===== src/rtl/bounded_scan_arbiter.sv =====
// Round-robin arbiter sharing one bounded index-scan datapath (x counter, m capture) among NREQ
// requesters. Define BOUNDED_SCAN_ASSERT_EN to compile the embedded invariant assertions.
module bounded_scan_arbiter #(
  parameter int unsigned W    = 16,
  parameter int unsigned NREQ = 4,
  parameter int unsigned IDW  = 2
) (
  input  logic              clk,
  input  logic              rst,
  input  logic [NREQ-1:0]   req,
  input  logic [NREQ*W-1:0] req_bound,
  input  logic              sel,
  input  logic              abort,
  output logic [NREQ-1:0]   grant,
  output logic              busy,
  output logic [W-1:0]      x_out,
  output logic [W-1:0]      n_out,
  output logic              done,
  output logic [IDW-1:0]    done_id,
  output logic [W-1:0]      result_m,
  output logic              result_hit,
  output logic              result_abort
);

  typedef enum logic [1:0] {StIdle, StRun, StDone} state_e;

  state_e          state_q, state_d;
  logic [W-1:0]    x_q, x_d, m_q, m_d, n_q, n_d;
  logic            hit_q, hit_d;
  logic [IDW-1:0]  cur_id_q, cur_id_d, rr_q, rr_d;
  logic [NREQ-1:0] grant_q, grant_d;
  logic            done_q, done_d;
  logic [IDW-1:0]  done_id_q, done_id_d;
  logic [W-1:0]    result_m_q, result_m_d;
  logic            result_hit_q, result_hit_d;
  logic            result_abort_q, result_abort_d;

  logic [W-1:0]    bound_arr [NREQ];
  logic            found;
  logic [IDW-1:0]  pick_id, idx;
  int unsigned     idx_int;

  for (genvar g = 0; g < NREQ; g++) begin : g_bound
    assign bound_arr[g] = req_bound[g*W +: W];
  end

  // First requesting index at or after the round-robin pointer, wrapping modulo NREQ.
  always_comb begin
    found   = 1'b0;
    pick_id = '0;
    idx     = '0;
    idx_int = 0;
    for (int unsigned k = 0; k < NREQ; k++) begin
      idx_int = (int'(rr_q) + k) % NREQ;
      idx     = IDW'(idx_int);
      if (!found && req[idx]) begin
        found   = 1'b1;
        pick_id = idx;
      end
    end
  end

  always_comb begin
    state_d        = state_q;
    x_d            = x_q;
    m_d            = m_q;
    n_d            = n_q;
    hit_d          = hit_q;
    cur_id_d       = cur_id_q;
    rr_d           = rr_q;
    grant_d        = '0;
    done_d         = 1'b0;
    done_id_d      = done_id_q;
    result_m_d     = result_m_q;
    result_hit_d   = result_hit_q;
    result_abort_d = result_abort_q;

    unique case (state_q)
      StIdle: begin
        if (found) begin
          n_d              = bound_arr[pick_id];
          x_d              = '0;
          m_d              = '0;
          hit_d            = 1'b0;
          cur_id_d         = pick_id;
          rr_d             = IDW'((int'(pick_id) + 1) % NREQ);
          grant_d[pick_id] = 1'b1;
          result_m_d       = '0;
          result_hit_d     = 1'b0;
          result_abort_d   = 1'b0;
          state_d          = StRun;
        end
      end
      StRun: begin
        if (x_q < n_q) begin
          if (sel) begin
            m_d   = x_q;
            hit_d = 1'b1;
          end
          // abort freezes x but still honours a same-cycle capture
          if (!abort) x_d = x_q + W'(1);
        end
        if (abort || (x_q >= n_q)) begin
          state_d        = StDone;
          done_d         = 1'b1;
          done_id_d      = cur_id_q;
          result_m_d     = m_d;
          result_hit_d   = hit_d;
          result_abort_d = abort;
        end
      end
      StDone: begin
        state_d = StIdle;
      end
      default: state_d = StIdle;
    endcase
  end

  always_ff @(posedge clk) begin
    if (rst) begin
      state_q        <= StIdle;
      x_q            <= '0;
      m_q            <= '0;
      n_q            <= '0;
      hit_q          <= 1'b0;
      cur_id_q       <= '0;
      rr_q           <= '0;
      grant_q        <= '0;
      done_q         <= 1'b0;
      done_id_q      <= '0;
      result_m_q     <= '0;
      result_hit_q   <= 1'b0;
      result_abort_q <= 1'b0;
    end else begin
      state_q        <= state_d;
      x_q            <= x_d;
      m_q            <= m_d;
      n_q            <= n_d;
      hit_q          <= hit_d;
      cur_id_q       <= cur_id_d;
      rr_q           <= rr_d;
      grant_q        <= grant_d;
      done_q         <= done_d;
      done_id_q      <= done_id_d;
      result_m_q     <= result_m_d;
      result_hit_q   <= result_hit_d;
      result_abort_q <= result_abort_d;
    end
  end

  assign grant        = grant_q;
  assign busy         = (state_q != StIdle);
  assign x_out        = x_q;
  assign n_out        = n_q;
  assign done         = done_q;
  assign done_id      = done_id_q;
  assign result_m     = result_m_q;
  assign result_hit   = result_hit_q;
  assign result_abort = result_abort_q;

`ifdef BOUNDED_SCAN_ASSERT_EN
  a_x_le_n: assert property (@(posedge clk) disable iff (rst) x_q <= n_q);
  a_m_lt_n: assert property (@(posedge clk) disable iff (rst)
                             !((x_q >= n_q) && (n_q > 0) && hit_q && (m_q >= n_q)));
  a_grant_onehot: assert property (@(posedge clk) disable iff (rst) $onehot0(grant_q));
  a_done_no_grant: assert property (@(posedge clk) disable iff (rst) !(done_q && (|grant_q)));
  a_done_after_run: assert property (@(posedge clk) disable iff (rst)
                                     done_q |-> ($past(state_q) == StRun));
  for (genvar g = 0; g < NREQ; g++) begin : g_grant_req
    a_grant_req: assert property (@(posedge clk) disable iff (rst) grant_q[g] |-> $past(req[g]));
  end
`endif

endmodule


===== config.mk =====
export PLATFORM = sky130hd
export DESIGN_NAME = bounded_scan_arbiter
export DESIGN_NICKNAME = d
export VERILOG_FILES = /design/src/rtl/bounded_scan_arbiter.sv
export SDC_FILE = /design/constraint.sdc
export NUM_CORES = 1
export LEC_CHECK = 0
export ABC_AREA = 1
export CAP_MARGIN = 5
export CORE_MARGIN = 5
export CORE_UTILIZATION = 30
export CTS_BUF_LIST = sky130_fd_sc_hd__clkbuf_8
export CTS_CLUSTER_DIAMETER = 150
export DETAILED_ROUTE_END_ITERATION = 16
export PLACE_DENSITY_LB_ADDON = 0.15
export RECOVER_POWER = 100
export SLEW_MARGIN = 10
export SYNTH_ARGS = -nofsm -noshare
export SYNTH_HDL_FRONTEND = slang
export SYNTH_SLANG_ARGS = --single-unit

===== constraint.sdc =====
create_clock -name clk -period 4.25 [get_ports clk]
set_clock_uncertainty 0.05 [all_clocks]
set_input_delay 1.0625 -clock clk [delete_from_list [all_inputs] [get_ports clk]]
set_output_delay 1.0625 -clock clk [all_outputs]
set_load 0.05 [all_outputs]

* After elaboration in Yosys (flattened, before gate mapping)
Cells that the tools add are included.
** Operators by class
- $lt $le $gt $ge :: 9
- Divide/modulo/power cells :: 0
- Add/sub/neg operators :: 5
- Shift-type cells :: 0
- Multiply operators :: 0
- Bitwise gates (word level) :: 4
- Reduce and logical (&&, ||, !) cells :: 19
- Equality and inequality tests :: 5
- Multiplexer cells :: 42
** Operators by type and width (count)
- two-way mux 16 bit :: 8
- case mux 16 bit (2 select lines) :: 3
- binary-select mux 16 bit (select 2 bit) :: 1
- adder 16 x 1 -> 16 bit, second input constant :: 1
- greater-or-equal comparator 16 bit :: 1
- < comparator 16 bit :: 1
- < comparator 2 x 3 -> 1 bit, second input constant :: 5
- two-way mux 1 bit :: 15
- two-way mux 2 bit :: 6
- binary-select mux 1 bit (select 2 bit) :: 4
- != test 2 bit, second input constant :: 4
- AND reduction 2 bit :: 4
- case mux 1 bit (2 select lines) :: 3
- adder 2 x 1 -> 2 bit, second input constant :: 2
- adder 2 bit, second input constant :: 2
- logical AND 1 bit :: 4
- case mux 2 bit (2 select lines) :: 1
- AND reduction 4 bit :: 1
- nonzero test 2 bit :: 2
- greater-or-equal comparator 3 bit, second input constant :: 1
- logical NOT 1 bit :: 3
- NOT 1 bit :: 3
- NOT 2 -> 3 bit :: 1
- AND reduction 3 bit :: 1
- 7 further kinds :: 7
** Word-level totals
- Bits in writable memories :: 0
- Bits in registers :: 80
- Bits in read-only memories :: 0
- Memories kept :: 0
- Latch bits :: 0
- Output and inout port bits :: 58
- Logic and storage cells :: 97

* Longest topological paths before layout
- Depth in word-level cells :: 16
- Mapped depth :: 16

* Least setup slack after synthesis
Ideal clock, no wire load.
- Kind :: input to register
- Start :: input port req[3]
- End :: register rr_q[1]
- Path slack :: 1.751 ns
- Path buffers :: 1
- Stages on the path :: 11
- Library setup time :: 0.075 ns
- Arrival :: 2.375 ns
- Cell sequence :: inv_1 > nand2_1 > nand3_1 > nand2_2 > nor2_4 > nand4_1 > nand2_2 > clkinv_2 > buf_4 > ha_1 > o22ai_1
** On the way
- Word-level cells in the longest chain between the ends :: 13
** RTL lines
- from (decl) :: line 10 : input logic [NREQ-1:0] req,
- binary-select mux 1 bit (select 2 bit) :: line 56 : if (!found && req[idx]) begin
- two-way mux 1 bit (not written as such) :: line 56
- two-way mux 1 bit :: line 56
- logical NOT 1 bit :: line 56
- logical AND 1 bit :: line 56
- two-way mux 1 bit :: line 56
- logical NOT 1 bit :: line 56
- logical AND 1 bit :: line 56
- two-way mux 1 bit :: line 56
- logical NOT 1 bit :: line 56
- logical AND 1 bit :: line 56
- two-way mux 2 bit * :: line 56
- via pick_id[1] :: line 40 : logic [IDW-1:0] pick_id, idx;
- adder 2 x 1 -> 2 bit * :: line 86 : rr_d = IDW'((int'(pick_id) + 1) % NREQ);
- to (signal assigned) :: line 141 : rr_q <= rr_d;
- to (decl) :: line 30 : logic [IDW-1:0] cur_id_q, cur_id_d, rr_q, rr_d;
Mark *: on every way through the listed nets, which the timed path passes. The rest lies on a longest branch. The select of a mux whose other input is x is not followed.
A chain may end at the register's enable or synchronous reset.

* Worst setup path in the final report
- Start :: input port req[3]
- End :: register rr_q[1]
** On the way
- Word-level cells in the longest chain between the ends :: 13
** RTL lines (line)
- binary-select mux 1 bit (select 2 bit) :: 56
- two-way mux 1 bit (not written as such) :: 56
- two-way mux 1 bit :: 56
- logical NOT 1 bit :: 56
- logical AND 1 bit :: 56
- two-way mux 1 bit :: 56
- logical NOT 1 bit :: 56
- logical AND 1 bit :: 56
- two-way mux 1 bit :: 56
- logical NOT 1 bit :: 56
- logical AND 1 bit :: 56
- two-way mux 2 bit or two-way mux 1 bit (tied branches) :: 56
- adder 2 x 1 -> 2 bit or AND reduction 2 bit (tied branches)
Several ways; a longest one is shown, not always the timed one. The select of a mux whose other input is x is not followed.

==> qor.csv <==
metric;value;unit
switchingPower;2.233;mW
die_y;139.4;um
antenna_found_initial;0;
fin_crit_sh;81.82;%
row_count;47;
syn_nets;875;
final_max_slew_viol_count;0;
avgSynthCellArea;6.419;um2
synth-seq-cells;80;
synth-warning-count;0;
cp_max_fo;16;
fmax;287.6;MHz
worstPathRequired;4.49;ns
critical_path_arrival;3.72;ns
viasPerCell;4.584;
dpl_cell_area;6442;um2
intPower;2.039;mW
cpMaxStageDelayCell;clkinvlp_2;
tightest_slew;0.9600;ns
r2r_cells;14;
clk_latency;0.36;ns
tns;0;ns
rr_startpoint;x_out[3];
grtUsageTotal;15.46;%
drt-initial-drc-count;278;
power_density;641.3;nW/um2
rsz0062_at_grt;no;
dieArea;19420;um2
cts_hold_buf;0;
ctsRootBufferMaster;clkbuf_8;
slew_headroom;36.00;%
drt_wl_total;15070;um
met1_length;7264;um
worstPathCellList;dlygate4sd3_1 -> inv_1 -> nand2_1 -> nand3_1 -> nand2_2 -> nor2_4 -> nand3_1 -> nand3_1 -> nand2_2 -> clkinvlp_2 -> ha_1 -> o22ai_1;
cts_tree;yes;
syn-instance-count;782;
grt_overflow;0;
route.detailed.drc;0;
final.setup.worst_slack;0.7728;ns
hold_viol;0;
post_cts_resized;0;
clk_path_buf_depth;2;
min_delay_worst_endpoint;hit_q;
finalInstanceArea;6661;um2
hold_depth;2;
clockPowerShare;15.3;%
synth-compound-area-share;5.583;%
synthMuxAreaShare;3.589;%
r2r_slack;0.96;ns
area_growth_syn_to_layout;32.70;%
grt_max_degree;37;
cpMostUsedCell;nand3_1;
synth_top_family_by_area;simple AND/OR/NAND/NOR gates;
drive_gt1_share;6.466;%
wl_met2;6612;um
vias;5120;
combPwrFrac;60.5;%
cp-end-kind;flip-flop;
leakage;3.136;nW
synth_cell_types;34;
post_cts_buffers;0;
min_path_type;flip-flop to flip-flop;
syn_area;5020;um2
dr.max_layer_used;met4;
place_ws;0.8742;ns
ant_nets;0;
yosysSeqAreaShare;31.90;%
min_from;hit_q;
grt_pass1_wl;24900;um
wl_per_cell;13.49;um
cts_htree_levels;3;
setup-violations-final;0;
gp_congestion;0.7913;
period_minus_slack;3.477;ns
route.met3.wl;1009;um
diodes;0;
die_width;139.4;um
seqPwrFrac;24.1;%
synth_xor_area_share;1.919;%
critical_path_class;input port to flip-flop;
fin_nets;985;
initial_core_util;30.38;%
cp-start-kind;input port;
swShare;52.27;%
holdWs;0.4204;ns
core_area;16520;um2
cts_sinks;80;
critPathMaxStageDelay;0.55;ns
vdd_drop_max;0.3014;mV
grt_pass1_vias;4992;
clk_pin_slew;0.08;ns
cts_buffers;9;
io_pins;130;
status;finished, final reports clean;
dp_hpwl;11210;um
yosys.area_share.simple;40.80;%
synth_fa_ha_area_share;5.234;%
reg2reg_to;result_m[9];
port_buffers;129;
total_power;4.272;mW
dr.pass1.iters;4;
max_cap_violations;0;
## placed cells by master (no fill, tap or decap)
master / count
nand2_1: 250
nand3_1: 145
inv_1: 80
dfxtp_1: 80
clkdlybuf4s50_1: 70
dlygate4sd3_1: 59
nor2_1: 57
a21oi_1: 41
ha_1: 21
mux2_2: 16
clkbuf_8: 11
buf_4: 11
xor2_1: 7
nand4_1: 6
o21ai_0: 5
nand2_2: 4
xnor2_1: 4
inv_2: 3
o21ai_1: 3
nand2_4: 3
nor2_2: 2
nor3_1: 2
o22ai_1: 2
bufinv_16: 2
clkinv_2: 2
nor2_4: 1
clkinvlp_2: 1
o21a_1: 1
o21bai_1: 1
nand3b_2: 1
nor3b_1: 1
o31ai_1: 1
nor4_1: 1
nand3b_1: 1
clkinv_4: 1
clkbuf_1: 1
## Yosys cell counts, drive strengths merged
cell / instances / area [um2]
mux2: 16 / 180.2
nand4: 6 / 37.54
ha: 21 / 262.8
xor2: 7 / 61.31
clkbuf: 10 / 37.54
nor3b: 1 / 7.510
a21oi: 41 / 205.2
nor2: 60 / 237.7
nand3: 145 / 730.7
clkinv: 1 / 5.000
nand3b: 2 / 18.77
nor4: 1 / 6.260
o21a: 1 / 7.510
o31ai: 1 / 7.510
o22ai: 2 / 12.51
nand2: 257 / 999.7
buf: 32 / 196.4
o21bai: 1 / 7.510
inv: 83 / 311.5
nor3: 2 / 10.01
o21ai: 8 / 40.03
dfxtp: 80 / 1602
xnor2: 4 / 35.03
## worst max-delay path, delay by kind of cell
| family | cells | cell delay [ns] |
|---|---|---|
| buffers and inverters | 3 | 1.14 |
| AND/OR/NAND/NOR | 7 | 0.87 |
| adder cells (fa/ha/maj) | 1 | 0.47 |
| AO/OA/AOI/OAI | 1 | 0.15 |
## kinds of logic (layout without fill, tap and decap cells)
kind of cell / Yosys count / count (layout)
flip-flops: 80 / 80
AO/OA/AOI/OAI: 54 / 54
adder cells (fa/ha/maj): 21 / 21
multiplexers: 16 / 16
buffers and inverters: 126 / 241
AND/OR/NAND/NOR: 474 / 474
XOR/XNOR: 11 / 11
## sequential cells by signal (all words and copies together) (netlist names)
signal and flops:
m_q 16, n_out 16, result_m 16, x_out 16, grant 4, cur_id_q 2, done_id 2, rr_q 2
state_q 2, done 1, hit_q 1, result_abort 1, result_hit 1
## cell type report
| class | instances | area [um2] |
|---|---|---|
| clock buffers | 11 | 151.4 |
| clock inverters | 5 | 78.83 |
| fillers | 1784 | 9863 |
| inverters | 84 | 316.6 |
| multi-input cells | 576 | 2860 |
| flip-flops and latches | 80 | 1602 |
| well taps | 220 | 275.3 |
| repair buffers | 141 | 1378 |
## worst max path at each step
stage               endpoint  slack, ns  startpoint  depth (start not counted)
floorplan            rr_q[1]       1.75      req[3]                         11
global placement    x_out[2]       0.85      req[3]                         12
detailed placement  x_out[2]       0.87      req[3]                         12
CTS                 x_out[2]       1.25      req[3]                         12
global route         rr_q[1]       0.53      req[3]                         12
finish               rr_q[1]       0.77      req[3]                         12
## power by group through the flow
| stage | clock network (mW) | registers [mW] | logic, mW |
|---|---|---|---|
| floorplan | 0 | 1.53 | 1.55 |
| global placement | 0 | 1.06 | 2.68 |
| detailed placement | 0 | 1.06 | 2.68 |
| CTS | 0.676 | 1.04 | 2.68 |
| global route | 0.699 | 1.06 | 2.87 |
| finish | 0.655 | 1.03 | 2.59 |
## metrics by stage
step / utilization, % / cells
6_report: 40.31 / 1117
5_1_grt: 40.31 / 1117
4_1_cts: 40.38 / 1117
3_5_place_dp: 38.99 / 1101
3_3_place_gp: 38.99 / 1101
2_1_floorplan: - / 782
## per-layer routing
metal  GRT usage, %  vias up
met4          4.737        0
li1               -     2718
met2          25.14      135
met3          3.979       15
met1          20.19     2252
met5              0        -
No activity file was read; power rests on OpenSTA's default activity.
